--- config.mk ---
export PLATFORM = sky130hd
export DESIGN_NAME = fifo_stream_drain_flat
export DESIGN_NICKNAME = d
export VERILOG_FILES = /design/src/rtl/fifo_stream_drain_if.sv /design/src/rtl/fifo_stream_drain.sv /design/src/flat_wrapper.sv
export SDC_FILE = /design/constraint.sdc
export NUM_CORES = 1
export LEC_CHECK = 0
export BUFFER_PORTS_ARGS = -buffer_cell sky130_fd_sc_hd__buf_2
export CORE_MARGIN = 8
export CORE_UTILIZATION = 56
export CTS_CLUSTER_DIAMETER = 100
export DETAILED_ROUTE_END_ITERATION = 10
export GPL_TIMING_DRIVEN = 0
export PLACE_DENSITY = 0.92
export SLEW_MARGIN = 25
export SYNTH_ARGS = -nofsm -noshare
export SYNTH_HDL_FRONTEND = slang
export SYNTH_SLANG_ARGS = --single-unit
--- constraint.sdc ---
create_clock -name clk -period 3.45 [get_ports clk]
set_input_delay 0.345 -clock clk [delete_from_list [all_inputs] [get_ports clk]]
set_output_delay 0.345 -clock clk [all_outputs]
set_load 0.05 [all_outputs]
--- src/rtl/fifo_stream_drain_if.sv ---
// fifo_stream_drain_if: FIFO read port plus valid/ready stream bundle for fifo_stream_drain
interface fifo_stream_drain_if #(parameter int DATA_WIDTH = 8);
  logic                  fifo_empty;
  logic                  fifo_underflow;
  logic [DATA_WIDTH-1:0] fifo_data_out;
  logic                  fifo_rd_en;
  logic                  m_valid;
  logic                  m_ready;
  logic [DATA_WIDTH-1:0] m_data;
  logic                  m_last;
  modport master (
    input  fifo_empty, fifo_underflow, fifo_data_out, m_ready,
    output fifo_rd_en, m_valid, m_data, m_last
  );
  modport slave (
    output fifo_empty, fifo_underflow, fifo_data_out, m_ready,
    input  fifo_rd_en, m_valid, m_data, m_last
  );
endinterface

--- src/rtl/fifo_stream_drain.sv ---
// fifo_stream_drain: FIFO read port to packetised stream via 2-entry skid; FIFO_DRAIN_STATS_EN adds beat/stall counters
module fifo_stream_drain #(
  parameter int DATA_WIDTH = 8,
  parameter int PKT_LEN    = 4,
  parameter int PKTCNT_W   = 16
) (
  input  logic                  clk,
  input  logic                  rst,
  fifo_stream_drain_if.master   bus,
  output logic [PKTCNT_W-1:0]   pkt_count,
  output logic                  err_underflow
`ifdef FIFO_DRAIN_STATS_EN
  ,
  output logic [31:0]           beat_cnt,
  output logic [31:0]           stall_cnt
`endif
);
  localparam int BW = PKT_LEN > 1 ? $clog2(PKT_LEN) : 1;
  localparam logic [BW-1:0] LAST = BW'(PKT_LEN - 1);
  typedef enum logic [1:0] {IDLE, FETCH, HOLD} state_t;
  state_t                r_state, w_state_n;
  logic [DATA_WIDTH-1:0] r_d0, r_d1;
  logic [1:0]            r_cnt, w_cnt_n;
  logic                  r_pend;
  logic [BW-1:0]         r_beat;
  logic                  w_pop, w_rd;
  logic [2:0]            w_occ;
  // credit counts the word already requested from the FIFO so the skid can never overflow
  assign w_occ   = {1'b0, r_cnt} + {2'b0, r_pend};
  assign w_pop   = bus.m_valid && bus.m_ready;
  assign w_rd    = !rst && !bus.fifo_empty && (w_occ - {2'b0, w_pop} < 3'd2);
  assign w_cnt_n = r_cnt + {1'b0, r_pend} - {1'b0, w_pop};
  assign bus.fifo_rd_en = w_rd;
  assign bus.m_valid    = !rst && r_cnt != 2'd0;
  assign bus.m_data     = rst ? '0 : r_d0;
  assign bus.m_last     = bus.m_valid && r_beat == LAST;
  always_ff @(posedge clk) begin
    if (rst) begin
      r_cnt         <= 2'd0;
      r_pend        <= 1'b0;
      r_beat        <= '0;
      r_d0          <= '0;
      r_d1          <= '0;
      pkt_count     <= '0;
      err_underflow <= 1'b0;
    end else begin
      r_cnt  <= w_cnt_n;
      r_pend <= w_rd;
      r_d0   <= w_pop ? (r_cnt == 2'd2 ? r_d1 : bus.fifo_data_out)
                      : (r_cnt == 2'd0 ? bus.fifo_data_out : r_d0);
      if (r_pend && (w_pop ? r_cnt == 2'd2 : r_cnt == 2'd1))
        r_d1 <= bus.fifo_data_out;
      if (w_pop) begin
        r_beat <= r_beat == LAST ? '0 : r_beat + BW'(1);
        if (r_beat == LAST)
          pkt_count <= pkt_count + PKTCNT_W'(1);
      end
      if (bus.fifo_underflow)
        err_underflow <= 1'b1;
    end
  end
  always_ff @(posedge clk) r_state <= rst ? IDLE : w_state_n;
  always_comb begin
    w_state_n = r_state;
    case (r_state)
      IDLE:    w_state_n = w_rd ? FETCH : IDLE;
      FETCH:   w_state_n = w_cnt_n == 2'd2 ? HOLD : (w_cnt_n == 2'd0 && !w_rd) ? IDLE : FETCH;
      HOLD:    w_state_n = w_pop ? FETCH : HOLD;
      default: w_state_n = IDLE;
    endcase
  end
`ifdef FIFO_DRAIN_STATS_EN
  always_ff @(posedge clk) begin
    if (rst) begin
      beat_cnt  <= '0;
      stall_cnt <= '0;
    end else begin
      if (w_pop)
        beat_cnt <= beat_cnt + 32'd1;
      if (bus.m_valid && !bus.m_ready)
        stall_cnt <= stall_cnt + 32'd1;
    end
  end
`endif
endmodule
--- src/flat_wrapper.sv ---
// flat-port wrapper written by rule: the top's interface ports become plain ports
module fifo_stream_drain_flat 
#(
  parameter int DATA_WIDTH = 8,
  parameter int PKT_LEN    = 4,
  parameter int PKTCNT_W   = 16
)
  (clk, rst, pkt_count, err_underflow, bus_fifo_empty, bus_fifo_underflow, bus_fifo_data_out, bus_m_ready, bus_fifo_rd_en, bus_m_valid, bus_m_data, bus_m_last);
  fifo_stream_drain_if #(.DATA_WIDTH(DATA_WIDTH)) bus_i ();
  input  logic clk;
  input  logic rst;
  output logic [PKTCNT_W-1:0] pkt_count;
  output logic err_underflow;
  input wire logic [$bits(bus_i.fifo_empty)-1:0] bus_fifo_empty;
  input wire logic [$bits(bus_i.fifo_underflow)-1:0] bus_fifo_underflow;
  input wire logic [$bits(bus_i.fifo_data_out)-1:0] bus_fifo_data_out;
  input wire logic [$bits(bus_i.m_ready)-1:0] bus_m_ready;
  output wire logic [$bits(bus_i.fifo_rd_en)-1:0] bus_fifo_rd_en;
  output wire logic [$bits(bus_i.m_valid)-1:0] bus_m_valid;
  output wire logic [$bits(bus_i.m_data)-1:0] bus_m_data;
  output wire logic [$bits(bus_i.m_last)-1:0] bus_m_last;
  assign bus_i.fifo_empty = bus_fifo_empty;
  assign bus_i.fifo_underflow = bus_fifo_underflow;
  assign bus_i.fifo_data_out = bus_fifo_data_out;
  assign bus_i.m_ready = bus_m_ready;
  assign bus_fifo_rd_en = bus_i.fifo_rd_en;
  assign bus_m_valid = bus_i.m_valid;
  assign bus_m_data = bus_i.m_data;
  assign bus_m_last = bus_i.m_last;
  fifo_stream_drain #(.DATA_WIDTH(DATA_WIDTH), .PKT_LEN(PKT_LEN), .PKTCNT_W(PKTCNT_W)) u_core (.clk(clk), .rst(rst), .bus(bus_i), .pkt_count(pkt_count), .err_underflow(err_underflow));
endmodule
# Yosys cells after proc, flatten, opt, wreduce, memory -nomap -nowiden
# Index checks and enable logic that the tools add are counted.
[totals]
reg_bits = 38
output_inout_bits = 28
inputBits = 13
[op_classes]
addsub = 6
n_lt_le_gt_ge = 1
eq_ne = 3
reduce_logical = 12
mux = 6
[op_table]
columns = ["cell", "count"]
rows = [
  ["$mux W8", 4],
  ["$add A16 B1 Y16 const B", 1],
  ["$logic_and A1 B1 Y1", 6],
  ["$eq A2 B2 Y1 const B", 2],
  ["$reduce_bool A2 Y1", 2],
  ["$add A2 B1 Y3", 1],
  ["$lt A3 B2 Y1 const B", 1],
  ["$sub A3 B1 Y3", 1],
  ["$add A2 B1 Y2", 1],
  ["$add A2 B1 Y2 const B", 1],
  ["$eq A2 B1 Y1 const B", 1],
  ["$logic_not A1 Y1", 2],
  ["$logic_not A2 Y1", 1],
  ["$mux W2", 1],
  ["$reduce_and A2 Y1", 1],
  ["$sub A2 B1 Y2", 1],
  ["$mux W1", 1],
]

# Longest topological paths before layout
# Gate-level depths: netlist of the first run.
[logic_depth]
ltp_word = 6
mapped_depth = 10
ltp_nobuf = 8

# Least setup slack after synthesis of the first run
# Ideal clock, no wire load.
[synth_path]
path_type = "register to output"
start = "reg u_core.r_cnt[1]"
end = "out bus_fifo_rd_en"
path_slack_ps = -65
n_path_buf = 2
arrival_time_ps = 3170
required_time_ps = 3105
path_stages_with_launch = 10
cell_sequence = "dfxtp_1 -> buf_4 -> inv_1 -> nor3_1 -> buf_2 -> inv_1 -> nand2_1 -> ha_1 -> fa_1 -> nor4_1"
[synth_between]
elab_chain_cells = 6
[synth_rtl]
columns = ["element", "line", "source"]
rows = [
  ["from (decl)", "fifo_stream_drain.sv:23", "logic [1:0] r_cnt, w_cnt_n;"],
  ["from (signal assigned)", "fifo_stream_drain.sv:47", "r_cnt <= w_cnt_n;"],
  ["branches (longest 3 deep; another with $add A2 B1 Y3)", "--", ""],
  ["$sub A3 B1 Y3 (*)", "fifo_stream_drain.sv:31", "assign w_rd = !rst && !bus.fifo_empty && (w_occ - {2'b0, w_pop} < 3'd2);"],
  ["$lt A3 B2 Y1 (*)", "fifo_stream_drain.sv:31", ""],
  ["$logic_and A1 B1 Y1 (*)", "fifo_stream_drain.sv:31", ""],
  ["to (decl)", "flat_wrapper.sv:18", "output wire logic [$bits(bus_i.fifo_rd_en)-1:0] bus_fifo_rd_en;"],
]
# Every way passes the cells marked *.

# Worst setup path after layout of the first run
# Same ends and word-level chain as after synthesis.

==> qor.txt, run 1 <==
status - finished, final reports clean
crit path time final - 3.05 ns
ANT nets after route - 0
Crit path arrival time - 2.70 ns
Ports - 41
clock-pin slew on the worst setup and hold paths - 0.10 ns
Int Pwr - 0.580 mW
hold depth - 2
syn avg cell area - 9.11 um2
r2r endpoint - u_core.r_pend$_SDFF_PP0_
final core utilization - 69.5%
sequential cell area - 761 um2
Synth Flop Type - dfxtp_1
Hold Startpoint - bus_fifo_empty
Max Clk Rate - 0.328 GHz
worst vdd ir - 0.225 mV
top cells by area, synth - dfxtp_1, mux2i_1, nand2b_1
distinct cell type count after synthesis - 32
R2R setup slack - 1.30 ns
final worst path period share - 88.3%
total grt overflow - 0
Synth async-reset ratio - 0%
Hold Path Sink - u_core.r_pend$_SDFF_PP0_
crit start category - flop
CTS Buffer Depth - 2
CP Class - reg -> out
Placer Congestion - 0.772
most frequent cells after synthesis - dfxtp_1, nor2_1, mux2i_1
sequential fraction of the synthesis area - 41.5%
pin count of the biggest net entering global routing - 11
number of max-cap violations - 0
CTS tree - yes
Met3 Routed Length - 288 um
Cell Area, Placed - 2090 um2
setup repair after global routing missed its margin - no
sw frac - 28.5%
pwr/cell area - 379 nW/um2
leading area contributor after synthesis - dfxtp_1
Seq pwr share - 57.2%
CTS Buf Count - 5
full die area - 5360 um2
vias post-DR - 1601
LEAKAGE - 0.869 nW
Synth top area share - 41.5%
min-delay worst type - in -> reg
met2 wire length - 1800 um
Residual DRC - 0
Routed WL - 4000 um
initial antenna violation count - 0
area of the multi-input gates - 995 um2
Initial Utilization - 59.5%
CP Capture Type - output pin
setup tns final - 0 ns
initial DRC count - 120
core area - 3080 um2
reg2reg path depth - 9
Resized cells post-CTS - 0
Worst Tran Pin Value - 0.560 ns
Num Clock Sinks - 38
Antenna diodes - 0
WL per Instance - 13.7 um
clk root buf - clkbuf_4
number of synthesized register bits - 38
combinational power share - 16.3%
dpl hpwl - 2960 um
Cell Rows - 20
relative slew slack - 62.4%
clk_lat worst skew - 0.34 ns
synthesized cell area - 1830 um2
postcts setup bufs - 0
GR Util All Layers - 15.8%
final setup violation count - 0
via/cell ratio - 5.48
Port-buffer cells - 40
worst r2r src - u_core.r_cnt[1]$_SDFF_PP0_
Die Span X - 73.2 um
Slew Limit Fails - 0
Clk network pwr share - 26.5%
final hold violation count - 0
number of global-route vias before repair - 1604
H-tree levels - 2
final instance area - 2140 um2
Hold-fix buffers, CTS - 0
proportion of layout cells with a drive suffix above 1 - 21.4%
die extent in y - 73.2 um
Critical Path Fanout Max - 9
WL met1 - 1870 um
Post-synth EDFFs - 0
P&R area growth vs syn - 16.7%
Post-Syn Instances - 201
most frequent cell after synthesis - dfxtp_1
synth warn - 0
first-pass GRT wire length - 6690 um
skew final - 0.00359 ns
top sig layer - met4
Fill cells - 274
Sw Pwr - 0.232 mW
total iterations of the first detailed-routing run - 4
syn nets - 218
NumNets Final - 265
Required @ worst endpoint - 3.11 ns
## worst max path at each step
stage                               start             end  slack (ns)
2_1_floorplan  u_core.r_cnt[1]$_SDFF_PP0_  bus_fifo_rd_en        0.50
4_1_cts        u_core.r_cnt[1]$_SDFF_PP0_  bus_fifo_rd_en        0.37
3_3_place_gp                          rst  bus_fifo_rd_en        0.68
5_1_grt        u_core.r_cnt[1]$_SDFF_PP0_  bus_fifo_rd_en        0.21
6_report       u_core.r_cnt[1]$_SDFF_PP0_  bus_fifo_rd_en        0.40
3_5_place_dp                          rst  bus_fifo_rd_en        0.64
## power by group through the flow
stage          clock (mW)  combinational, mW  sequential [mW]
2_1_floorplan           0             0.0982            0.475
3_3_place_gp            0              0.130            0.473
3_5_place_dp            0              0.133            0.474
4_1_cts             0.218              0.133            0.464
5_1_grt             0.236              0.145            0.466
6_report            0.215              0.132            0.464
## sequential cells by signal (all words and copies together), names as in the netlist
name / count
u_core.pkt_count: 16
u_core.r_d0: 8
u_core.r_d1: 8
u_core.r_beat: 2
u_core.r_cnt: 2
u_core.err_underflow: 1
u_core.r_pend: 1
## routing by layer
layer,global-route usage (%),vias to the layer above
met3,3.43,7
met4,8.22,0
met2,26.8,47
li1,-,800
met1,17.9,747
met5,0,-
## critical path: stages (launching register included)
cell and delay (ns):
dfxtp_1 0.32, buf_4 0.15, inv_1 0.09, nor3_1 0.16, buf_2 0.30, inv_1 0.14, nand2_1 0.08, ha_1 0.15
fa_1 0.47, nor4_2 0.22, buf_2 0.30
## per-stage QoR
| step | hold slack, ns | instances | power (mW) | setup slack [ns] |
|---|---|---|---|---|
| floorplan | 0.424 | 201 | 0.573 | 0.499 |
| global placement | 0.442 | 285 | 0.604 | 0.675 |
| detailed placement | 0.450 | 285 | 0.607 | 0.638 |
| CTS | 0.172 | 292 | 0.816 | 0.367 |
| global route | 0.178 | 292 | 0.848 | 0.208 |
| finish | 0.180 | 292 | 0.811 | 0.404 |
## kinds of logic after synthesis
kind of cell | Yosys count | synth area share (%)
simple gates | 87 | 26.0
buf+inv | 17 | 4.51
compound gates | 28 | 10.6
flops | 38 | 41.5
xor+xnor | 8 | 3.82
fa+ha+maj | 4 | 3.14
mux | 19 | 10.4
## layout make-up
cell class	count	area share (%)
buffer	13	3.16
clock buffer	7	2.11
inverter	4	0.702
multi-input combinational	146	46.5
sequential	38	35.6
tap	44	2.57
timing repair buffer	40	9.36
## placed cells by master (no fill, tap or decap), types with 5 or more instances in the layout
master and instances:
nand3_1 6, nor2_1 22, dfxtp_1 38, mux2i_1 19, a211oi_1 8, o31ai_1 6
a21oi_1 8, nand4_1 5, buf_2 43, clkbuf_1 9, nand2_1 7, nor2b_1 10
clkbuf_4 5, or4_1 6, nand2b_1 18
Note: power is estimated with default switching activity, not from simulation.
==> run 2, diff against run 1 <==
- CORE_UTILIZATION: 56 -> 53
- PLACE_DENSITY: 0.92 -> 0.88
- clock period: 3.45 -> 2.9 ns (I/O delays scaled with it)
==> run 2 against run 1 <==
  * Non-clock buffer count up 1
  * First-iteration DRC count fell by 37%
  * Global-route usage fell by 0.16 points
==> qor.txt, run 2 (same netlist as run 1, synthesis figures left out) <==
crit path time final - 2.77 ns
Placer Congestion - 0.748 (-3.1%)
Num Clock Sinks - 38 (unchanged)
H-tree levels - 2 (unchanged)
initial DRC count - 76 (-37%)
combinational power share - 16.0% (-0.3 points)
delay-heaviest family, CP - buffers and inverters
dpl hpwl - 3120 um (+5.5%)
Critical Path Start - u_core.r_cnt[1]$_SDFF_PP0_
final worst path period share - 95.7%
ANT nets after route - 0 (unchanged)
NumNets Final - 266 (+0.38%)
setup tns final - 0 ns (unchanged)
status - finished, final reports clean
proportion of layout cells with a drive suffix above 1 - 22.4% (+1.0 points)
Antenna diodes - 0 (unchanged)
sw frac - 28.6% (about the same)
Int Pwr - 0.717 mW (+24%)
Sw Pwr - 0.287 mW (+24%)
Ports - 41 (unchanged)
Hold-fix buffers, CTS - 0 (unchanged)
final core utilization - 65.0% (-4.5 points)
die extent in y - 74.8 um (+2.2%)
GR Util All Layers - 15.6% (-0.16 points)
largest register by flop count - u_core.pkt_count
CTS Buf Count - 5 (unchanged)
min-delay worst type - in -> reg
WHS - 0.119 ns (-0.0608 ns)
total iterations of the first detailed-routing run - 4 (unchanged)
most used cell, CP - buf_4
Residual DRC - 0 (unchanged)
worst r2r src - u_core.r_cnt[1]$_SDFF_PP0_
number of global-route vias before repair - 1530 (-4.6%)
total grt overflow - 0 (unchanged)
via/cell ratio - 5.35 (-2.4%)
Die Span X - 74.8 um (+2.2%)
Critical Path Fanout Max - 7 (-2)
Initial Utilization - 54.9% (-4.6 points)
final hold violation count - 0 (unchanged)
Crit path arrival time - 2.48 ns (-0.22 ns)
Required @ worst endpoint - 2.61 ns (-0.50 ns)
most frequent cells in the layout - buf_2, dfxtp_1, nor2_1
CP Class - reg -> out
relative slew slack - 66.7% (+4.3 points)
CP Capture Type - output pin
full die area - 5590 um2 (+4.4%)
CP cell instances - buf_4, inv_1, nor3_1, buf_4, inv_1, nand2_1, ha_1, fa_1, nor4_2, buf_4
biggest regs - u_core.pkt_count: 16 flops, u_core.r_d0: 8 flops, u_core.r_d1: 8 flops
skew final - 0.00904 ns (+0.00545 ns)
WL per Instance - 14.2 um (+3.6%)
Hold Startpoint - bus_fifo_empty
clock-pin slew on the worst setup and hold paths - 0.11 ns (about the same)
first-pass GRT wire length - 6720 um (+0.51%)
LEAKAGE - 0.884 nW (+1.8%)
Slew Limit Fails - 0 (unchanged)
number of max-cap violations - 0 (unchanged)
Worst Tran Pin Value - 0.496 ns (-0.0646 ns)
crit start category - flop
P&R area growth vs syn - 18.4%
initial antenna violation count - 0 (unchanged)
vias post-DR - 1584 (-1.1%)
Max Clk Rate - 0.360 GHz
max FFs per register - 16 (unchanged)
pin count of the biggest net entering global routing - 12 (+1)
clk_lat worst skew - 0.35 ns (about the same)
slowest CP cell - fa_1
max incr delay on CP - 0.50 ns (+0.03 ns)
commonest non-fill, non-tap cell in the layout - buf_2
final setup violation count - 0 (unchanged)
pwr/cell area - 463 nW/um2 (+22%)
core area - 3340 um2 (+8.4%)
clk root buf - clkbuf_4
Seq pwr share - 54.9% (-2.3 points)
Fill cells - 294 (+7.3%)
Routed WL - 4200 um (+5.0%)
CTS tree - yes
Clk network pwr share - 29.1% (+2.6 points)
Cell Rows - 21 (+5.0%)
CTS Buffer Depth - 2 (unchanged)
worst vdd ir - 0.335 mV (+49%)
Port-buffer cells - 40 (unchanged)
Buf+Inv Stages, Crit Path - 5 (unchanged)
setup repair after global routing missed its margin - no
==> run 2: changes by cell type in the layout (fill, tap and decap cells not counted) <==
cell	change
buf_2	-2
clkinv_2	+1
clkbuf_1	-1
clkbuf_8	+1
buf_4	+3
==> run 2: what timing repair did <==
item                                    4_1_cts  5_1_grt
setup buffers                                 0        1
endpoints found under the setup margin        1        1
resized for setup                             2        0
==> run 2: per-stage QoR <==
| step | cells | setup slack [ns] | cell area (um2) | power (mW) |
|---|---|---|---|---|
| after floorplan | 201 | 0.00433 | 1840 | 0.682 |
| after global placement | 287 | 0.255 | 2100 | 0.717 |
| after detailed placement | 287 | 0.226 | 2100 | 0.723 |
| after CTS | 295 | 0.00737 | 2160 | 1.00 |
| after global routing | 296 | 0.00331 | 2170 | 1.04 |
| final | 296 | 0.126 | 2170 | 1.00 |
==> run 2: area by class of cell <==
cell class / instances / area [um2] / share of cell area, %
buffer: 13 / 70.1 / 3.23
sequential: 38 / 761 / 35.1
multi-input combinational: 146 / 995 / 45.9
timing repair buffer: 41 / 210 / 9.69
tap: 46 / 57.6 / 2.65
clock inverter: 1 / 5.00 / 0.231
clock buffer: 7 / 55.1 / 2.54
inverter: 4 / 15.0 / 0.692
==> run 2: final timing paths <==
check / slack [ns] / cells after the start / endpoint
worst max-delay path: 0.13 / 10 / bus_fifo_rd_en
worst min-delay path: 0.12 / 2 / u_core.r_pend$_SDFF_PP0_
worst max register to register: 0.92 / 9 / u_core.r_pend$_SDFF_PP0_
worst min register to register: 0.49 / 2 / u_core.r_d1[0]$_SDFFE_PP0P_
==> run 2: worst reg2reg max path, cell delays in order (launching register included) <==
cell	delay (ns)
dfxtp_1	0.32
buf_4	0.16
inv_1	0.12
nor3_1	0.07
buf_4	0.13
inv_1	0.10
nand2_1	0.07
ha_1	0.19
fa_1	0.50
nor4_1	0.23
==> run 2: power by group through the flow <==
| stage | sequential (mW) | clock, mW | combinational, mW |
|---|---|---|---|
| floorplan | 0.565 | 0 | 0.117 |
| global placement | 0.562 | 0 | 0.155 |
| detailed placement | 0.564 | 0 | 0.159 |
| CTS | 0.552 | 0.291 | 0.160 |
| global route | 0.554 | 0.318 | 0.173 |
| finish | 0.552 | 0.292 | 0.160 |
==> run 2: routing by layer <==
metal  track usage [%]  routed length [um]
met3              5.59                 252
met2              26.9                2060
met5                 0                   0
met4              5.65                  53
met1              17.1                1840
==> run 3, diff against run 2 <==
- ABC_AREA: default -> 1
- CORE_UTILIZATION: 53 -> 54
- PLACE_DENSITY: 0.88 -> 0.89
==> run 3 against run 2 <==
  * Die area increased by 5.6%
  * Via count increased by 21%
  * Clock power increased by 27%
  * Design area increased by 8.7%
  * Non-clock buffer count decreased by 5
  * Sequential power increased by 4.0%
  * Wire length increased by 5.9%
  * Critical endpoint unchanged
  * Largest cell class unchanged
==> qor.txt, run 3 <==
initial DRC count - 177 (+130%)
H-tree levels - 2 (unchanged)
Synth Flop Type - dfxtp_1
proportion of layout cells with a drive suffix above 1 - 20.8% (-1.6 points)
pwr/cell area - 525 nW/um2 (+13%)
Critical Path Fanout Max - 19 (+12)
Synth async-reset ratio - 0% (unchanged)
Post-synth EDFFs - 0 (unchanged)
final hold violation count - 0 (unchanged)
total grt overflow - 0 (unchanged)
Non-Filler Instances - 390 (+32%)
CTS tree - yes
Buf+Inv Stages, Crit Path - 2 (-3)
syn nets - 312 (+43%)
clock-pin slew on the worst setup and hold paths - 0.07 ns (-0.04 ns)
Crit path arrival time - 2.39 ns (-0.09 ns)
ANT nets after route - 0 (unchanged)
first-pass GRT wire length - 7820 um (+16%)
P&R area growth vs syn - 17.8%
global-route track usage on met2 - 26.3% (-0.66 points)
min-delay worst type - in -> reg
synthesized cell area - 2000 um2 (+9.2%)
DP Worst Slack - 0.284 ns (+0.0582 ns)
synth warn - 0 (unchanged)
top cells by area, synth - dfxtp_1, nand2_1, nor2_1
Most Crowded Layer GR - met2
most frequent cells after synthesis - nand2_1, nor2_1, inv_1
initial antenna violation count - 0 (unchanged)
number of global-route vias before repair - 1824 (+19%)
clk root buf - clkbuf_8
Cell Area, Placed - 2270 um2 (+8.2%)
Slew Limit Fails - 0 (unchanged)
crit path time final - 2.68 ns (-0.0926 ns)
largest register by flop count - u_core.pkt_count
post-route worst setup slack - 0.219 ns (+0.0926 ns)
die extent in y - 76.9 um (+2.8%)
commonest non-fill, non-tap cell in the layout - nand2_1
Hold-fix buffers, CTS - 0 (unchanged)
vias post-DR - 1919 (+21%)
skew final - 0.00201 ns (-0.00703 ns)
Resized cells post-CTS - 0 (-2)
WL per Instance - 11.4 um (-20%)
number of max-cap violations - 0 (unchanged)
Ports - 41 (unchanged)
status - finished, final reports clean
Num Clock Sinks - 38 (unchanged)
clk_lat worst skew - 0.29 ns (-0.06 ns)
setup tns final - 0 ns (unchanged)
distinct cell type count after synthesis - 26 (-19%)
CTS Buf Count - 5 (unchanged)
max incr delay on CP - 0.46 ns (-0.04 ns)
slowest CP cell - fa_1
sequential fraction of the synthesis area - 38.0% (-3.5 points)
CTS Buffer Depth - 2 (unchanged)
Required @ worst endpoint - 2.61 ns (about the same)
Worst Tran Pin Value - 0.525 ns (+0.0293 ns)
NumNets Final - 358 (+35%)
Synth top area share - 38.0% (-3.5 points)
biggest regs - u_core.pkt_count: 16 flops, u_core.r_d0: 8 flops, u_core.r_d1: 8 flops
leading area contributor after synthesis - dfxtp_1
placed cell count - 383 (+33%)
postcts setup bufs - 0 (unchanged)
max FFs per register - 16 (unchanged)
CP Capture Type - output pin
Max Clk Rate - 0.373 GHz (+3.5%)
most frequent cell after synthesis - nand2_1
Die Span X - 76.9 um (+2.8%)
Antenna diodes - 0 (unchanged)
via/cell ratio - 4.92 (-8.1%)
Routed WL - 4450 um (+5.9%)
met1 Use GR - 18.1% (+0.90 points)
full die area - 5910 um2 (+5.6%)
final worst path period share - 92.5% (-3.2 points)
Port-buffer cells - 40 (unchanged)
Post-Syn Instances - 295 (+47%)
setup repair after global routing missed its margin - no
GR Util All Layers - 15.6% (+0.044 points)
LEAKAGE - 1.16 nW (+31%)
crit start category - flop
grt met3 use - 3.73% (-1.9 points)
syn avg cell area - 6.78 um2 (-26%)
Cell Rows - 22 (+4.8%)
pin count of the biggest net entering global routing - 12 (unchanged)
worst vdd ir - 0.270 mV (-19%)
number of synthesized register bits - 38 (unchanged)
CP cell instances - inv_1, nand4_4, nand2_1, ha_1, fa_1, nor4_2, buf_4
Residual DRC - 0 (unchanged)
final instance area - 2360 um2 (+8.7%)
dpl hpwl - 3240 um (+3.9%)
CP Class - reg -> out
most frequent cells in the layout - nand2_1, nor2_1, inv_1
relative slew slack - 65.0% (-1.7 points)
core area - 3610 um2 (+8.1%)
delay-heaviest family, CP - simple AND/OR/NAND/NOR gates
Initial Utilization - 55.5% (+0.59 points)
Placer Congestion - 0.815 (+9.0%)
total iterations of the first detailed-routing run - 4 (unchanged)
final setup violation count - 0 (unchanged)
[run 3: final cells by class]
class / instances / area (um2)
fill: 323 / 1250
buffer: 9 / 60.1
clock buffer: 7 / 86.3
timing repair buffer: 40 / 203
inverter: 45 / 169
clock inverter: 1 / 5.00
tap: 48 / 60.1
multi-input combinational: 202 / 1010
sequential: 38 / 762
[run 3: per-stage QoR]
stage | hold WS, ns | util [%] | power (mW)
floorplan | 0.369 | - | 0.811
global placement | 0.439 | 62.9 | 0.865
detailed placement | 0.457 | 62.9 | 0.875
CTS | 0.197 | 65.4 | 1.24
global route | 0.196 | 65.4 | 1.31
finish | 0.201 | 65.4 | 1.24
[run 3: logic make-up after synthesis]
kind of cell	count (synthesis)	share of synthesized area [%]
and+or+nand+nor	161	38.0
AOI/OAI and AO/OA	36	9.01
adders and majority gates	4	2.88
xor gates and xnor gates	1	0.438
DFF	38	38.0
buffers and inverters	55	11.7
[run 3: worst register-to-register path, delay by kind of cell (launching register included)]
kind                     cells  cell delay, ns
adder cells (fa/ha/maj)      2            0.65
buffers and inverters        1            0.17
flip-flops                   1            0.33
AND/OR/NAND/NOR              3            0.67
[run 3: path summary, 6_finish.rpt]
check | start | end | slack (ns) | cells after the start
worst min-delay path | bus_fifo_empty | u_core.r_pend$_SDFF_PP0_ | 0.20 | 2
worst min register to register | u_core.err_underflow$_SDFFE_PP0P_ | u_core.err_underflow$_SDFFE_PP0P_ | 0.47 | 2
worst max-delay path | u_core.r_cnt[0]$_SDFF_PP0_ | bus_fifo_rd_en | 0.22 | 7
worst max register to register | u_core.r_cnt[0]$_SDFF_PP0_ | u_core.r_pend$_SDFF_PP0_ | 0.99 | 6
[run 3: per-layer routing]
metal / part of all wire, % / vias to the layer above
li1: - / 1009
met1: 45 / 862
met2: 48 / 43
met3: 5.1 / 5
met4: 1.6 / 0
met5: 0 / -
[run 3: power by group]
part / switching [mW] / internal (mW)
clock: 0.179 / 0.192
sequential: 0.0164 / 0.557
combinational: 0.204 / 0.0884
total: 0.400 / 0.837
